File: src/rtl/comparator_bist.sv
// ---------------------------------------------------------------------------
// comparator_bist
// Built-in self test for a 3-bit magnitude comparator. A sweep applies all
// 64 (a, b) operand pairs in ascending order. Each pair is held for
// SETTLE_CYCLES cycles (DRIVE) and then checked for one cycle (CHECK). The
// block counts failing vectors and captures the operands of the first failure.
//
// Control contract: start and abort are level-sampled on each rising clk edge,
// with no handshake. start is accepted only in IDLE or DONE. abort wins over
// start and cancels a running sweep. Results of a cancelled sweep are kept.
//
// Ports
//   clk         rising-edge clock
//   rst_n       asynchronous active-low reset
//   start       begin a sweep (ignored while busy)
//   abort       cancel the sweep / return to IDLE
//   cmp_gt/eq/lt  outputs of the comparator under test
//   a, b        registered operands driven into the comparator
//   busy        sweep in progress (DRIVE or CHECK)
//   done        sweep finished; held until the next accepted start
//   pass        valid with done; 1 = no failing vectors
//   err_count   number of failing vectors (0..64, saturating)
//   fail_valid  at least one failure captured
//   fail_a/b    operands of the first failing vector
// ---------------------------------------------------------------------------
module comparator_bist #(
   parameter int unsigned SETTLE_CYCLES = 1
) (
   input  logic       clk,
   input  logic       rst_n,
   input  logic       start,
   input  logic       abort,
   input  logic       cmp_gt,
   input  logic       cmp_eq,
   input  logic       cmp_lt,
   output logic [2:0] a,
   output logic [2:0] b,
   output logic       busy,
   output logic       done,
   output logic       pass,
   output logic [6:0] err_count,
   output logic       fail_valid,
   output logic [2:0] fail_a,
   output logic [2:0] fail_b
);

   localparam logic [1:0] ST_IDLE  = 2'd0;
   localparam logic [1:0] ST_DRIVE = 2'd1;
   localparam logic [1:0] ST_CHECK = 2'd2;
   localparam logic [1:0] ST_DONE  = 2'd3;

   localparam logic [3:0] SETTLE_LAST = 4'(SETTLE_CYCLES - 1);
   localparam logic [6:0] ERR_MAX     = 7'd64;

   logic [1:0] state;
   logic [5:0] idx;
   logic [3:0] settle;
   logic [2:0] exp_vec;
   logic [2:0] obs_vec;
   logic       vec_err;

   // The operands come straight from the idx flops. idx is forced to 0
   // whenever the FSM returns to IDLE, so a and b read 000 there.
   assign a    = idx[5:3];
   assign b    = idx[2:0];
   assign busy = (state == ST_DRIVE) || (state == ST_CHECK);

   // A whole-vector compare also flags non-one-hot responses
   // (000, 011, 111, ...) as errors.
   always_comb begin
      exp_vec = {(a > b), (a == b), (a < b)};
      obs_vec = {cmp_gt, cmp_eq, cmp_lt};
      vec_err = (obs_vec != exp_vec);
   end

   always_ff @(posedge clk or negedge rst_n) begin
      if (!rst_n) begin
         state      <= ST_IDLE;
         idx        <= 6'd0;
         settle     <= 4'd0;
         done       <= 1'b0;
         pass       <= 1'b0;
         err_count  <= 7'd0;
         fail_valid <= 1'b0;
         fail_a     <= 3'd0;
         fail_b     <= 3'd0;
      end else begin
         case (state)
            ST_IDLE, ST_DONE: begin
               if (abort) begin
                  state  <= ST_IDLE;
                  idx    <= 6'd0;
                  settle <= 4'd0;
                  done   <= 1'b0;
                  pass   <= 1'b0;
               end else if (start) begin
                  state      <= ST_DRIVE;
                  idx        <= 6'd0;
                  settle     <= 4'd0;
                  done       <= 1'b0;
                  pass       <= 1'b0;
                  err_count  <= 7'd0;
                  fail_valid <= 1'b0;
                  fail_a     <= 3'd0;
                  fail_b     <= 3'd0;
               end
            end

            ST_DRIVE: begin
               if (abort) begin
                  state  <= ST_IDLE;
                  idx    <= 6'd0;
                  settle <= 4'd0;
               end else if (settle == SETTLE_LAST) begin
                  state  <= ST_CHECK;
                  settle <= 4'd0;
               end else begin
                  settle <= settle + 4'd1;
               end
            end

            ST_CHECK: begin
               if (abort) begin
                  // The result of this vector is dropped; the
                  // accumulated error info stays visible.
                  state  <= ST_IDLE;
                  idx    <= 6'd0;
                  settle <= 4'd0;
               end else begin
                  if (vec_err) begin
                     if (err_count != ERR_MAX)
                        err_count <= err_count + 7'd1;
                     if (!fail_valid) begin
                        fail_valid <= 1'b1;
                        fail_a     <= a;
                        fail_b     <= b;
                     end
                  end
                  if (idx == 6'd63) begin
                     state <= ST_DONE;
                     done  <= 1'b1;
                     // err_count has not yet absorbed this vector's result.
                     pass  <= (err_count == 7'd0) && !vec_err;
                  end else begin
                     state <= ST_DRIVE;
                     idx   <= idx + 6'd1;
                  end
               end
            end

            default: begin
               state <= ST_IDLE;
               idx   <= 6'd0;
            end
         endcase
      end
   end

endmodule

File: config.mk
export PLATFORM = sky130hd
export DESIGN_NAME = comparator_bist
export DESIGN_NICKNAME = d
export VERILOG_FILES = /design/src/rtl/comparator_bist.sv
export SDC_FILE = /design/constraint.sdc
export NUM_CORES = 1
export LEC_CHECK = 0
export BUFFER_PORTS_ARGS = -buffer_cell sky130_fd_sc_hd__clkbuf_2
export CAP_MARGIN = 20
export CELL_PAD_IN_SITES_DETAIL_PLACEMENT = 1
export CELL_PAD_IN_SITES_GLOBAL_PLACEMENT = 1
export CORE_UTILIZATION = 33
export DETAILED_ROUTE_END_ITERATION = 6
export GPL_TIMING_DRIVEN = 0
export PLACE_DENSITY_LB_ADDON = 0.1
export SKIP_LAST_GASP = 1
export SLEW_MARGIN = 10
export SYNTH_ARGS = -nofsm -noshare
export SYNTH_HDL_FRONTEND = slang
export SYNTH_SLANG_ARGS = --single-unit
export TNS_END_PERCENT = 10
File: constraint.sdc
create_clock -name clk -period 4.2 [get_ports clk]
set_input_delay 0.21 -clock clk [delete_from_list [all_inputs] [get_ports clk]]
set_output_delay 0.21 -clock clk [all_outputs]
set_load 0.005 [all_outputs]
* After elaboration in Yosys (flattened, before gate mapping)
Index checks and enable logic that the tools add are counted.
** Storage, ports and cells
- Bits in registers :: 28
- Bits in latches :: 0
- RAM bits :: 0
- Bits in read-only memories :: 0
- Word-level logic and storage cells :: 95
- Memories :: 0
** Cells by class
- $add $sub $neg :: 3
- Multiply operators :: 0
- Div/mod/pow operators :: 0
- Magnitude comparators :: 2
- Equal/unequal tests :: 19
- Shift operators :: 0
- Multiplexer cells :: 47
- Bitwise logic cells :: 0
- Reductions and logical operators :: 15
** Operators with widths (count)
- two-way mux 7 bit :: 5
- two-way mux 6 bit :: 5
- two-way mux 3 bit :: 8
- two-way mux 4 bit :: 5
- case mux 6 bit (3 select lines) :: 1
- inequality test 2 bit (second input constant) :: 7
- case mux 7 bit (2 select lines) :: 1
- two-way mux 2 bit :: 6
- case mux 3 bit (2 select lines) :: 2
- case mux 4 bit (3 select lines) :: 1
- AND reduction 6 bit :: 2
- two-way mux 1 bit :: 9
- adder 7 x 1 -> 7 bit (second input constant) :: 1
- zero test 7 bit :: 1
- inequality test 7 bit (second input constant) :: 1
- adder 6 x 1 -> 6 bit (second input constant) :: 1
- == test 6 bit (second input constant) :: 1
- inequality test 3 bit (second input constant) :: 2
- case mux 1 bit (2 select lines) :: 3
- case mux 2 bit (3 select lines) :: 1
- AND reduction 5 bit :: 1
- adder 4 x 1 -> 4 bit (second input constant) :: 1
- == test 2 bit (second input constant) :: 2
- zero test 4 bit :: 1
- other kinds (16) :: 18

* Depth between registers and ports, before layout
- Depth after elaboration :: 7
- Mapped depth :: 10
- Mapped depth without buffers :: 7

* Least setup slack after synthesis
No wires, ideal clock.
- Path type :: register -> register
- From :: reg idx[2]
- To :: reg err_count[0]
- Setup time :: 0.126 ns
- Data arrival time :: 2.214 ns
- Data required time :: 4.074 ns
- Path slack :: 1.860 ns
- Cell stages (with the launch flop) :: 10
- Path buffers :: 2
- Period minus slack after synthesis :: 2.340 ns
- Cells stage by stage :: dfrtp_1 > inv_1 > ha_1 > nand3_2 > and3_1 > o211a_1 > or3_1 > buf_6 > buf_8 > a221o_1
** Between the ends
- Word-level cells in the longest chain between the ends :: 4
- Elaborated cells on any way between the ends :: 6
- Those cells by class :: order compare (2); eq/ne (3); reduce/logical (1)
** RTL lines
- start: declaration :: RTL line 56 : logic [5:0] idx;
- start signal: assignment :: RTL line 146 : idx <= idx + 6'd1;
- < comparator 3 bit, or another cell as far along :: RTL line 71 : exp_vec = {(a > b), (a == b), (a < b)};
- inequality test 3 bit (*) :: RTL line 73 : vec_err = (obs_vec != exp_vec);
- inequality test 2 bit (no line) (*)
- AND reduction 6 bit (no line) (*)
- end signal: assignment :: RTL line 132 : err_count <= err_count + 7'd1;
- end: declaration :: RTL line 41 : output logic [6:0] err_count,
Every way passes the cells marked *; elsewhere a longest branch is shown, timed or not.
A chain may end at the register's enable or synchronous reset.

* Worst setup path after layout
- From :: reg idx[2]
- To :: reg fail_b[1]
** Between the ends
- Word-level cells in the longest chain between the ends :: 4
- Elaborated cells on any way between the ends :: 6
- Those cells by class :: order compare (2); eq/ne (3); reduce/logical (1)
** RTL lines
- < comparator 3 bit, or another cell as far along :: RTL line 71
- inequality test 3 bit (*) :: RTL line 73
- inequality test 2 bit (no line) (*)
- AND reduction 6 bit (no line) (*)
- end signal: assignment :: RTL line 86 : fail_b <= 3'd0;
- end signal: assignment :: RTL line 105 : fail_b <= 3'd0;
- end signal: assignment :: RTL line 136 : fail_b <= b;
- end: declaration :: RTL line 44 : output logic [2:0] fail_b
Marks and branches as above.

==> flow_metrics.env <==
export IMPL_run_status="complete, but fails checks"
export IMPL_failed_checks="hold timing"
export IMPL_via_count_of_the_first_global_routing_pass=1612
export IMPL_synth_enable_flop_cells=0
export IMPL_finalMaxSlewViolations=0
export IMPL_grt_start_max_net_pins=29
export IMPL_met1_usage=0.260
export IMPL_path_clk_slew_ns=0.11
export IMPL_finalSetupViolations=0
export IMPL_htreeDepth=1
export IMPL_syn_nets=214
export IMPL_timing_critical_path_fanout_max=10
export IMPL_final_critical_path_setup_slack_ns=1.47
export IMPL_timing_final_crit_period_ns=2.73
export IMPL_dpl_worst_slack_ns=1.53
export IMPL_slowest_delay_ns=0.48
export IMPL_whs_ns=-0.0217
export IMPL_worstSetupStartpointType="flip-flop"
export IMPL_worstSetupStartpoint="idx[2]"
export IMPL_worst_supply_voltage_drop_on_vdd_v=0.000121
export IMPL_post_route_period_util=0.649
export IMPL_root_buffer="clkbuf_8"
export IMPL_grt_setup_unrepaired="no"
export IMPL_timing_max_slew_rel_slack=0.492
export IMPL_measured_slew_at_the_worst_slew_check_pin_ns=0.763
export IMPL_clockBufferDepth=2
export IMPL_clock_fmax_ghz=0.367
export IMPL_gpl_final_weighted_congestion=0.829
export IMPL_worstSetupEndpointType="flip-flop"
export IMPL_grt_pass1_wl_um=7960
export IMPL_postRouteAntennaNets=0
export IMPL_seq_power_share=0.446
export IMPL_switching_share=0.296
export IMPL_r2r_path_start="idx[2]"
export IMPL_synth_yosys_seq_area_share=0.401
export IMPL_cellLeakagePower_nw=0.967
export IMPL_post_synth_num_cell_types=34
export IMPL_numCtsBuffers=3
export IMPL_post_cts_buffers=0
export IMPL_post_cts_hold_buffer_count=0
export IMPL_cts_sinks=28
export IMPL_fp_dieW_um=74.8
export IMPL_grt_overflow_total=0
export IMPL_synth_area_um2=1750
export IMPL_criticalPathCategory="flip-flop to flip-flop"
export IMPL_initial_core_util=0.342
export IMPL_synth_cells_most_frequent="dfrtp_1, nand2_1, nor2_1"
export IMPL_wl_per_cell_um=16.4
export IMPL_p_per_area_nw_per_um2=313
export IMPL_use_met2=0.313
export IMPL_cp_data_required_time_ns=4.36
export IMPL_synth_flop_cell="dfrtp_1"
export IMPL_areaGrowthSynthToFinish_pct=17.1
export IMPL_dp_hpwl_um=3650
export IMPL_core_region_area_um2=5110
export IMPL_row_count=26
export IMPL_power_clock_fraction=0.342
export IMPL_drt_first_iter_violations=57
export IMPL_final_report_hold_violation_count=28
export IMPL_final_layout_size_suffix_gt1_frac=0.192
export IMPL_cp_num_buf_inv=2
export IMPL_drt_pass1_iter_count=6
export IMPL_antenna_violations_before_repair=0
export IMPL_crit_path_cell_trace="inv_1 > ha_1 > a21oi_1 > o21ai_0 > nor4_1 > nor2_1 > clkbuf_1 > a221o_1"
export IMPL_num_vias=1606
export IMPL_worst_path_max_delay_cell="nor4_1"
export IMPL_antenna_cells=0
export IMPL_path_delay_family="compound AO/OA/AOI/OAI gates"
export IMPL_synth_most_common_cell="dfrtp_1"
export IMPL_cts_repair_resize_count=0
export IMPL_final_setup_tns_ns=0
export IMPL_number_of_inserted_filler_cells_in_the_final_layout=625
export IMPL_grt_usage=0.189
export IMPL_cap_violations=0
export IMPL_power_report_internal_total_mw=0.451
export IMPL_grt_most_used_layer="met2"
export IMPL_design_power_total_mw=0.641
export IMPL_post_synth_inst_count=197
export IMPL_clock_skew_final_ns=0.00988
export IMPL_async_flop_share=1.00
export IMPL_synth_area_leaders="dfrtp_1, ha_1, a221o_1"
export IMPL_arrival_ns=2.89
export IMPL_chipHeight_um=74.8
export IMPL_postSynthRegisterBits=28
export IMPL_pin_count=30
export IMPL_gr_usage_met3=0.0201
export IMPL_min_delay_path_class="primary input to async pin"
export IMPL_buffer_ports_inserted=28
export IMPL_die_area_um2=5600
export IMPL_wirelength_um=4900
export IMPL_cts_tree="done"
export IMPL_mean_number_of_vias_per_cell=5.37
export IMPL_yosys_warnings=0
export IMPL_clk_latency_ns=0.28
export IMPL_yosysTopAreaCellShare=0.401
export IMPL_detail_route_drc_violations=0
export IMPL_comb_power_share=0.211
export IMPL_synth_top_area_cell="dfrtp_1"
export IMPL_p_switching_mw=0.190
export IMPL_nets=247
export IMPL_utilization=0.401
export IMPL_per_instance_average_area_after_synthesis_um2=8.88
-- power by group through the flow --
stage	clock network, mW	registers, mW	logic (mW)
after detailed placement	0	0.292	0.136
after global routing	0.239	0.287	0.151
after CTS	0.227	0.286	0.137
after global placement	0	0.290	0.129
after floorplan	0	0.288	0.0897
final	0.219	0.286	0.135
-- cell usage in the layout, fill, tap and decap left out, drive strengths merged, types with 10 or more instances in the layout --
cell and count:
clkbuf 39, dfrtp 28, nand2 20, nor2 19, a221o 14, inv 13
nor4 13, and3 11, o21ai 10, nor3 10, ha 10
-- registers in the layout, indices dropped and copies added (netlist names) --
register and flops:
fail_valid 1, pass 1, state 2, err_count 7
idx 6, settle 4, fail_b 3, fail_a 3
done 1
-- logic make-up after synthesis --
family | after synthesis | synth area share
AND/OR/NAND/NOR | 89 | 0.255
AO/OA/AOI/OAI | 38 | 0.164
flip-flops | 28 | 0.401
buffers and inverters | 24 | 0.0644
adder cells (fa/ha/maj) | 10 | 0.0715
XOR/XNOR | 4 | 0.0200
multiplexers | 4 | 0.0243
-- worst reg2reg max path, stage by stage (launching register included) --
cell	delay, ns
dfrtp_1	0.47
inv_1	0.12
ha_1	0.34
a21oi_1	0.16
o21ai_0	0.15
nor4_1	0.48
nor2_1	0.20
clkbuf_1	0.30
a221o_1	0.39
-- cell type report --
cell class                 instances  area [um2]  share of cell area
clock buffer                       3        41.3              0.0202
sequential                        28         701               0.342
tap                               70        87.6              0.0428
timing repair buffer              28         140              0.0684
multi-input combinational        145         936               0.457
buffer                            11        63.8              0.0312
inverter                          13        48.8              0.0238
clock inverter                     1        30.0              0.0147
-- final timing paths --
kind	end	slack, ns	cells past startpoint
max in group asynchronous	fail_valid	3.74	1
setup reg to reg	fail_b[1]	1.47	8
hold reg to reg	settle[2]	0.52	1
hold / removal	settle[2]	-0.02	1
min in group clk	done	0.25	2
setup / recovery	fail_b[1]	1.47	8
-- per-layer routing --
| layer | routed length, um | part of all wire |
|---|---|---|
| met1 | 2420 | 0.49 |
| met2 | 2300 | 0.47 |
| met3 | 115 | 0.023 |
| met4 | 74 | 0.015 |
| met5 | 0 | 0 |
-- through the flow --
| step | cell area [um2] | instances |
|---|---|---|
| CTS | 2050 | 299 |
| global placement | 1980 | 295 |
| floorplan | 1750 | 197 |
| global route | 2050 | 299 |
| detailed placement | 1980 | 295 |
| finish | 2050 | 299 |
No activity file was read; power rests on OpenSTA's default activity.
